File: config.mk
export PLATFORM = sky130hd
export DESIGN_NAME = uart_msg_tx
export DESIGN_NICKNAME = d
export VERILOG_FILES = /design/src/rtl/uart_msg_tx.sv
export SDC_FILE = /design/constraint.sdc
export NUM_CORES = 1
export LEC_CHECK = 0
export BUFFER_PORTS_ARGS = -buffer_cell sky130_fd_sc_hd__buf_4
export CORE_MARGIN = 1
export CORE_UTILIZATION = 52
export DETAILED_ROUTE_END_ITERATION = 8
export MAX_ROUTING_LAYER = met4
export PLACE_DENSITY = 0.75
export SLEW_MARGIN = 20
export SYNTH_ARGS = -nofsm -noshare
export SYNTH_HDL_FRONTEND = slang
export SYNTH_SLANG_ARGS = --single-unit
File: constraint.sdc
create_clock -name clk -period 2.4 [get_ports clk]
set_input_delay 0.48 -clock clk [delete_from_list [all_inputs] [get_ports clk]]
set_output_delay 0.48 -clock clk [all_outputs]
set_load 0.02 [all_outputs]
File: src/rtl/uart_msg_tx.sv
`default_nettype none
// +--------------------------------------------------------------------+
// | uart_msg_tx : sends a compile-time byte string as UART frames      |
// | Rev 1.0                                                            |
// +--------------------------------------------------------------------+
module uart_msg_tx #(
  parameter int                   CLOCKS_PER_BIT = 10,
  parameter int                   MSG_LEN        = 11,
  parameter logic [8*MSG_LEN-1:0] MSG            = "hello world",
  parameter int                   PARITY         = 0,
  parameter int                   STOP_BITS      = 1,
  parameter int                   IDX_W          = (MSG_LEN > 1) ? $clog2(MSG_LEN) : 1
) (
  input  logic             clk,
  input  logic             rst,
  input  logic             trigger,
  input  logic             repeat_en,
  input  logic             abort,
  output logic             busy,
  output logic             tx,
  output logic [7:0]       data,
  output logic [IDX_W-1:0] char_index,
  output logic             done
);

  localparam int               CNT_W       = (CLOCKS_PER_BIT > 2) ? $clog2(CLOCKS_PER_BIT) : 1;
  localparam logic [CNT_W-1:0] C_CNT_LAST  = CNT_W'(CLOCKS_PER_BIT - 1);
  localparam logic [CNT_W-1:0] C_CNT_DONE  = CNT_W'(CLOCKS_PER_BIT - 2);
  localparam logic [IDX_W-1:0] C_IDX_LAST  = IDX_W'(MSG_LEN - 1);
  localparam logic             C_HAS_PAR   = (PARITY != 0);
  localparam logic             C_ODD_PAR   = (PARITY == 1);
  localparam logic             C_STOP_LAST = (STOP_BITS == 2);

  if (CLOCKS_PER_BIT < 2) begin : g_chk_cpb
    $error("uart_msg_tx: CLOCKS_PER_BIT must be >= 2");
  end
  if (MSG_LEN < 1) begin : g_chk_len
    $error("uart_msg_tx: MSG_LEN must be >= 1");
  end
  if (STOP_BITS != 1 && STOP_BITS != 2) begin : g_chk_stop
    $error("uart_msg_tx: STOP_BITS must be 1 or 2");
  end
  if (PARITY < 0 || PARITY > 2) begin : g_chk_par
    $error("uart_msg_tx: PARITY must be 0, 1 or 2");
  end

  typedef enum logic [2:0] {
    S_IDLE   = 3'd0,
    S_START  = 3'd1,
    S_DATA   = 3'd2,
    S_PARITY = 3'd3,
    S_STOP   = 3'd4
  } state_t;

  state_t           r_state;
  logic [CNT_W-1:0] r_cnt;
  logic [2:0]       r_bit_idx;
  logic             r_stop_idx;
  logic             r_abort;

  logic             w_cnt_end;
  logic             w_last_char;
  logic             w_stop_last;
  logic             w_abort_req;
  logic             w_par_bit;
  logic [IDX_W-1:0] w_next_idx;
  logic [7:0]       w_next_byte;

  // Character 0 sits in the most significant byte of MSG.
  function automatic logic [7:0] msg_byte(input logic [IDX_W-1:0] idx);
    logic [8*MSG_LEN-1:0] sh;
    sh = MSG >> (8 * (MSG_LEN - 1 - int'(idx)));
    return sh[7:0];
  endfunction

  assign w_cnt_end   = (r_cnt == C_CNT_LAST);
  assign w_last_char = (char_index == C_IDX_LAST);
  assign w_stop_last = (r_stop_idx == C_STOP_LAST);
  assign w_abort_req = r_abort | abort;
  assign w_par_bit   = C_ODD_PAR ? ~^data : ^data;
  assign w_next_idx  = w_last_char ? '0 : char_index + 1'b1;
  assign w_next_byte = msg_byte(w_next_idx);

  always_ff @(posedge clk or posedge rst) begin
    if (rst) begin
      r_state    <= S_IDLE;
      r_cnt      <= '0;
      r_bit_idx  <= '0;
      r_stop_idx <= 1'b0;
      r_abort    <= 1'b0;
      busy       <= 1'b0;
      tx         <= 1'b1;
      data       <= '0;
      char_index <= '0;
      done       <= 1'b0;
    end else begin
      done <= 1'b0;
      if (r_state != S_IDLE) begin
        r_cnt <= w_cnt_end ? '0 : r_cnt + 1'b1;
        if (abort) r_abort <= 1'b1;
      end
      case (r_state)
        S_IDLE: begin
          if (trigger) begin
            r_state    <= S_START;
            r_cnt      <= '0;
            r_abort    <= 1'b0;
            busy       <= 1'b1;
            tx         <= 1'b0;
            char_index <= '0;
            data       <= msg_byte('0);
          end
        end
        S_START: begin
          if (w_cnt_end) begin
            r_state   <= S_DATA;
            r_bit_idx <= '0;
            tx        <= data[0];
          end
        end
        S_DATA: begin
          if (w_cnt_end) begin
            if (r_bit_idx == 3'd7) begin
              if (C_HAS_PAR) begin
                r_state <= S_PARITY;
                tx      <= w_par_bit;
              end else begin
                r_state    <= S_STOP;
                r_stop_idx <= 1'b0;
                tx         <= 1'b1;
              end
            end else begin
              r_bit_idx <= r_bit_idx + 3'd1;
              tx        <= data[r_bit_idx + 3'd1];
            end
          end
        end
        S_PARITY: begin
          if (w_cnt_end) begin
            r_state    <= S_STOP;
            r_stop_idx <= 1'b0;
            tx         <= 1'b1;
          end
        end
        S_STOP: begin
          // Raised one cycle early so the registered pulse lands on the final stop cycle.
          if (w_stop_last && w_last_char && r_cnt == C_CNT_DONE) done <= 1'b1;
          if (w_cnt_end) begin
            if (!w_stop_last) begin
              r_stop_idx <= 1'b1;
            end else if (w_abort_req || (w_last_char && !repeat_en)) begin
              r_state <= S_IDLE;
              r_abort <= 1'b0;
              busy    <= 1'b0;
              tx      <= 1'b1;
            end else begin
              r_state    <= S_START;
              tx         <= 1'b0;
              char_index <= w_next_idx;
              data       <= w_next_byte;
            end
          end
        end
        default: begin
          r_state <= S_IDLE;
          busy    <= 1'b0;
          tx      <= 1'b1;
        end
      endcase
    end
  end

endmodule
`default_nettype wire
==> results.json, run 1 <==
{
  "grt_pass1_vias": 1475,
  "wl_per_cell_um": 15.16,
  "period_needed_ps": 2372,
  "synthXorXnorAreaFrac_pct": 3.463,
  "power_density_nw_per_um2": 360.6,
  "worstPathRequired_ps": 2680,
  "synth-adder-area-share_pct": 3.534,
  "outcome": "complete, no violations",
  "drv_slew": 0,
  "clk_path_buf_depth": 2,
  "synth_most_common_cell": "dfrtp_1",
  "h-tree-depth": 1,
  "tightest_slew_ps": 714.5,
  "yosysWarnings": 0,
  "yosys.area.top_type": "dfrtp_1",
  "synthToLayoutAreaGrowth_pct": 20.07,
  "yosysTopAreaCellShare_pct": 33.92,
  "ys_seq_elements": 25,
  "std_cell_rows": 20,
  "vdd.ir_drop.worst_mv": 0.1589,
  "avgSynthCellArea_um2": 8.852,
  "clk_pin_slew_ps": 150,
  "dp_hpwl_um": 3109,
  "cts_tree": "built",
  "cts_num_sinks": 25,
  "crit_arrival_ps": 2650,
  "insertion_delay_ps": 320,
  "end_kind": "flop",
  "final_antenna_net_count": 0,
  "die_h_um": 60.35,
  "synth_compound_area_share_pct": 24.73,
  "yosys.area_share.simple_pct": 24.24,
  "syn_area_um2": 1770,
  "cp_max_fo": 5,
  "vias": 1634,
  "drive_gt1_share_pct": 28.33,
  "finClkSkew_ps": 7.678,
  "synth_fp_nets": 210,
  "drt_iter0_markers": 156,
  "synth_async_sr_flop_share_pct": 100.0,
  "final_util_pct": 67.42,
  "diodes": 0,
  "antenna_found_initial": 0,
  "numPortBuffers": 18,
  "synth_top_family_by_area": "compound AO/OA/AOI/OAI gates",
  "min_path_type": "in -> async",
  "p_leak_nw": 0.9527,
  "max_freq_ghz": 0.4216,
  "grt_pass1_wl_um": 6817,
  "nNetsFinal": 244,
  "finalCritPeriodShare_pct": 98.84,
  "die_width_um": 60.35,
  "regToRegSetupSlack_ps": 30,
  "route.detailed.drc": 0,
  "maxCapViolCount": 0,
  "numCtsBuffers": 3,
  "hold_viol": 0,
  "slew_headroom_pct": 52.32,
  "worstSetupPathType": "reg -> reg",
  "ios": 20,
  "synth_cell_types": 60,
  "globalplace.congestion": 0.8902,
  "via_per_inst": 5.899,
  "grt_max_degree": 20,
  "wirelength_um": 4200,
  "drtPass1Iterations": 4,
  "synthMuxAreaShare_pct": 3.534,
  "setup_viol_count_final": 0,
  "synthesis.instances": 200,
  "postCtsHoldBufs": 0,
  "core-area_um2": 3153,
  "grtUsageTotal_pct": 25.43,
  "die-area_um2": 3642,
  "start_util_pct": 56.15,
  "start_kind": "flop",
  "synth-main-ff-cell": "dfrtp_1",
  "grt_overflow": 0,
  "cts_root_buffer": "clkbuf_4",
  "holdWs_ps": 259.2,
  "yosys-top-cells-count": "dfrtp_1, nor2_1, o21ai_0",
  "ys_seq_area_share_pct": 35.41,
  "synth_edf_count": 0,
  "yosys-top-cells-area": "dfrtp_1, o21ai_0, nor2_1, nand2_1, ha_1"
}
==> worst max-delay path: stages (launching register included) <==
cell and delay [ps]:
dfrtp_2 440, inv_2 90, ha_1 270, or2_1 260, a211oi_4 380, xnor2_1 170
or3_1 400, a31oi_2 190, o22a_1 140
==> metal layers <==
layer  share of wire (%)  global-route usage, %  vias up
li1                    -                      -      788
met1                  44                  32.09      806
met2                  52                  44.11       32
met3                 2.3                  1.279        8
met4                 1.6                  6.977        0
met5                   0                      -        -
==> final cells by class <==
type / count / area, um2
sequential: 25 / 628.1
clock inverter: 1 / 7.507
tap: 44 / 55.05
multi-input combinational: 158 / 1090
inverter: 6 / 22.52
timing repair buffer: 40 / 300.3
clock buffer: 3 / 22.52
fill: 268 / 1027
==> flip-flops by register name (all words and copies together) (netlist names) <==
| name | cells |
|---|---|
| r_abort | 1 |
| tx | 1 |
| done | 1 |
| r_state | 3 |
| r_bit_idx | 3 |
| r_cnt | 4 |
| data | 7 |
| char_index | 4 |
| busy | 1 |
==> cells by family (layout without fill, tap and decap cells) <==
kind of cell | after synthesis | count (layout)
and+or+nand+nor | 79 | 79
AOI/OAI and AO/OA | 61 | 61
DFF | 25 | 25
buffers and inverters | 17 | 50
xor gates and xnor gates | 7 | 7
adders and majority gates | 5 | 5
muxes | 5 | 5
other | 1 | 1
==> power by group <==
part	internal (W)	leakage (nW)	switching, W
Combinational	0.0000648	0.631	0.0000721
Clock	0.0000636	0.0139	0.000133
Sequential	0.000427	0.308	0.00000519
==> layout by cell type, fill, tap and decap left out, types with 2 or more instances in the layout <==
cell      count
dfrtp_1      23
o32a_1        3
a31oi_1       3
or3_1         3
nand3_1       6
nor2b_1       3
nor2_1       18
o21ai_0      19
o22ai_1       2
nand2b_1      5
xnor2_1       6
a22o_1        3
clkbuf_4      3
inv_1         5
a22oi_1       3
a21oi_1       7
a21o_1        4
nor3b_1       3
o22a_1        2
mux2i_1       4
ha_1          3
nor3_1        4
buf_4        40
nand3b_1      2
a32o_1        2
nand2_1      17
==> final timing paths <==
path / cells after the start / end / from
setup / recovery: 8 / data[6] / char_index[0]
hold / removal: 2 / r_abort / rst
setup reg to reg: 8 / data[6] / char_index[0]
hold reg to reg: 2 / data[4] / data[4]
max in group asynchronous: 3 / tx / rst
min in group clk: 3 / r_abort / abort
==> through the flow <==
step	instance area, um2	setup TNS (ps)	setup slack (ps)	power [W]	std cells
6_report	2126	0	27.80	0.0007665	277
5_1_grt	2126	-128.7	-59.73	0.0008054	277
4_1_cts	2033	0	18.22	0.0007467	268
3_5_place_dp	2003	0	15.25	0.0005577	264
3_3_place_gp	2003	0	21.98	0.0005557	264
2_1_floorplan	1790	0	9.983	0.0005217	200
==> what timing repair did <==
action,4_1_cts,5_1_grt
endpoints found under the hold margin,0,0
pin swaps,1,5
setup endpoints to repair,1,4
resized for setup,0,5
buffers inserted,0,9
Note: power is estimated with default switching activity, not from simulation.
==> inputs of run 2 (changes only) <==
BUFFER_PORTS_ARGS = -buffer_cell sky130_fd_sc_hd__buf_2   (was -buffer_cell sky130_fd_sc_hd__buf_4)
SKIP_LAST_GASP = 1   (was not set)
==> results.json, run 2 (synthesis results as in run 1) <==
{
  "drt_iter0_markers": 142,
  "nNetsFinal": 240,
  "tightest_slew_ps": 697.9,
  "postCtsHoldBufs": 0,
  "cp_max_fo": 5,
  "internal-power_w": 0.0005469,
  "route.detailed.drc": 0,
  "ff_latch_area_um2": 628.1,
  "final_antenna_net_count": 0,
  "hold_viol": 0,
  "final_common_cell": "dfrtp_1",
  "multi_input_area_um2": 1086,
  "die-area_um2": 3642,
  "cp_cell_sequence": "inv_2 > ha_1 > or2_1 > a211oi_4 > buf_4 > nor3_1 > o21ai_1 > a22oi_1 > o32a_1",
  "start_kind": "flop",
  "final_util_pct": 64.80,
  "outcome": "complete, no violations",
  "crit_arrival_ps": 2540,
  "via_per_inst": 5.916,
  "grt_pass1_wl_um": 6541,
  "core-area_um2": 3153,
  "drv_slew": 0,
  "maxCapViolCount": 0,
  "p_leak_nw": 0.9329,
  "worstPathRequired_ps": 2600,
  "setup_viol_count_final": 0,
  "p_seq_share_pct": 59.2,
  "slew_headroom_pct": 53.42,
  "numCtsBuffers": 3,
  "cts_tree": "built",
  "std_cell_rows": 20,
  "antenna_found_initial": 0,
  "rr_endpoint": "data[3]",
  "die_width_um": 60.35,
  "ios": 20,
  "vias": 1615,
  "clk_path_buf_depth": 2,
  "dp_hpwl_um": 2968,
  "max_freq_ghz": 0.4263,
  "start_util_pct": 56.15,
  "drive_gt1_share_pct": 26.20,
  "power_density_nw_per_um2": 357.8,
  "finalSetupTns_ps": 0,
  "p_switching_w": 0.0001841,
  "p_comb_share_pct": 16.8,
  "die_h_um": 60.35,
  "worstSetupPathType": "reg -> reg",
  "wl_per_cell_um": 14.51,
  "cts_num_sinks": 25,
  "wirelength_um": 3962,
  "fill_cells": 284,
  "finClkSkew_ps": 1.511,
  "grt_overflow": 0,
  "dp_slack_ps": 22.98,
  "vdd.ir_drop.worst_mv": 0.1644,
  "regToRegSetupSlack_ps": 50,
  "layout_setup_ws_ps": 54.45,
  "p_clk_share_pct": 24.0,
  "synthToLayoutAreaGrowth_pct": 15.41,
  "dpl.cell_count": 263,
  "cts_root_buffer": "clkbuf_4",
  "grt_max_degree": 20,
  "worst_path_max_delay_cell": "dfrtp_2",
  "r2r_cells": 9,
  "insertion_delay_ps": 300,
  "diodes": 0,
  "grt_pass1_vias": 1484,
  "grtUsageTotal_pct": 24.43,
  "period_needed_ps": 2346,
  "min_path_type": "in -> async",
  "end_kind": "flop",
  "regMostFlops": "data",
  "final_cells": 273,
  "numPortBuffers": 18,
  "finalCritPeriodShare_pct": 97.73,
  "globalplace.congestion": 0.8684,
  "switching_share_pct": 25.18,
  "h-tree-depth": 1,
  "rr_startpoint": "char_index[0]",
  "clk_pin_slew_ps": 120,
  "largest_reg_flops": 7,
  "largest_registers": "data x7, char_index x4, r_cnt x4",
  "drtPass1Iterations": 4,
  "final_cell_mix": "dfrtp_1, o21ai_0, nor2_1, buf_2, buf_4",
  "cpPeakStageDelay_ps": 440
}
-- run 2: layer usage --
metal	GRT usage, %	vias to the layer above	share of wire, %
li1	-	784	-
met1	29.20	778	44
met2	40.82	44	52
met3	2.559	9	3.0
met4	11.96	0	1.5
met5	-	-	0
-- run 2: power by group through the flow --
stage | clock [W] | combinational, W | sequential (W)
5_1_grt | 0.000214 | 0.000133 | 0.000434
3_3_place_gp | 0 | 0.000108 | 0.000441
2_1_floorplan | 0 | 0.0000755 | 0.000446
4_1_cts | 0.000183 | 0.000108 | 0.000433
6_report | 0.000176 | 0.000122 | 0.000433
3_5_place_dp | 0 | 0.000108 | 0.000441
-- run 2: through the flow --
stage,hold slack (ps),total power (W),instance area (um2)
6_report,263.7,0.0007310,2043
3_5_place_dp,481.8,0.0005491,1951
3_3_place_gp,473.1,0.0005486,1951
4_1_cts,275.4,0.0007240,1977
5_1_grt,279.6,0.0007811,2043
2_1_floorplan,489.7,0.0005217,1790
-- run 2: repair_timing --
item | 4_1_cts | 5_1_grt
pin swaps | 1 | 5
cloned | 0 | 0
gates resized for setup | 0 | 4
buffers inserted | 0 | 6
endpoints found under the setup margin | 1 | 5
-- run 2: final cells by class --
cell class | count | area share [%]
multi-input cells | 158 | 53.15
flip-flops and latches | 25 | 30.74
repair buffers | 36 | 11.02
well taps | 44 | 2.694
clock buffers | 4 | 1.286
inverters | 6 | 1.102
-- run 2: worst max-delay path by stage --
| stage | startpoint | to | cells after the start |
|---|---|---|---|
| after floorplan | char_index[0] | data[0] | 11 |
| after global placement | char_index[0] | data[6] | 8 |
| after detailed placement | char_index[0] | data[6] | 8 |
| after CTS | char_index[0] | data[2] | 10 |
| after global routing | char_index[0] | data[3] | 9 |
| final | char_index[0] | data[3] | 9 |
-- run 2: worst max-delay path, delay by kind of cell (launching register included) --
family / cells / cell delay, ps
AND/OR/NAND/NOR: 2 / 320
buffers and inverters: 2 / 280
AO/OA/AOI/OAI: 4 / 940
flip-flops: 1 / 440
adder cells (fa/ha/maj): 1 / 260
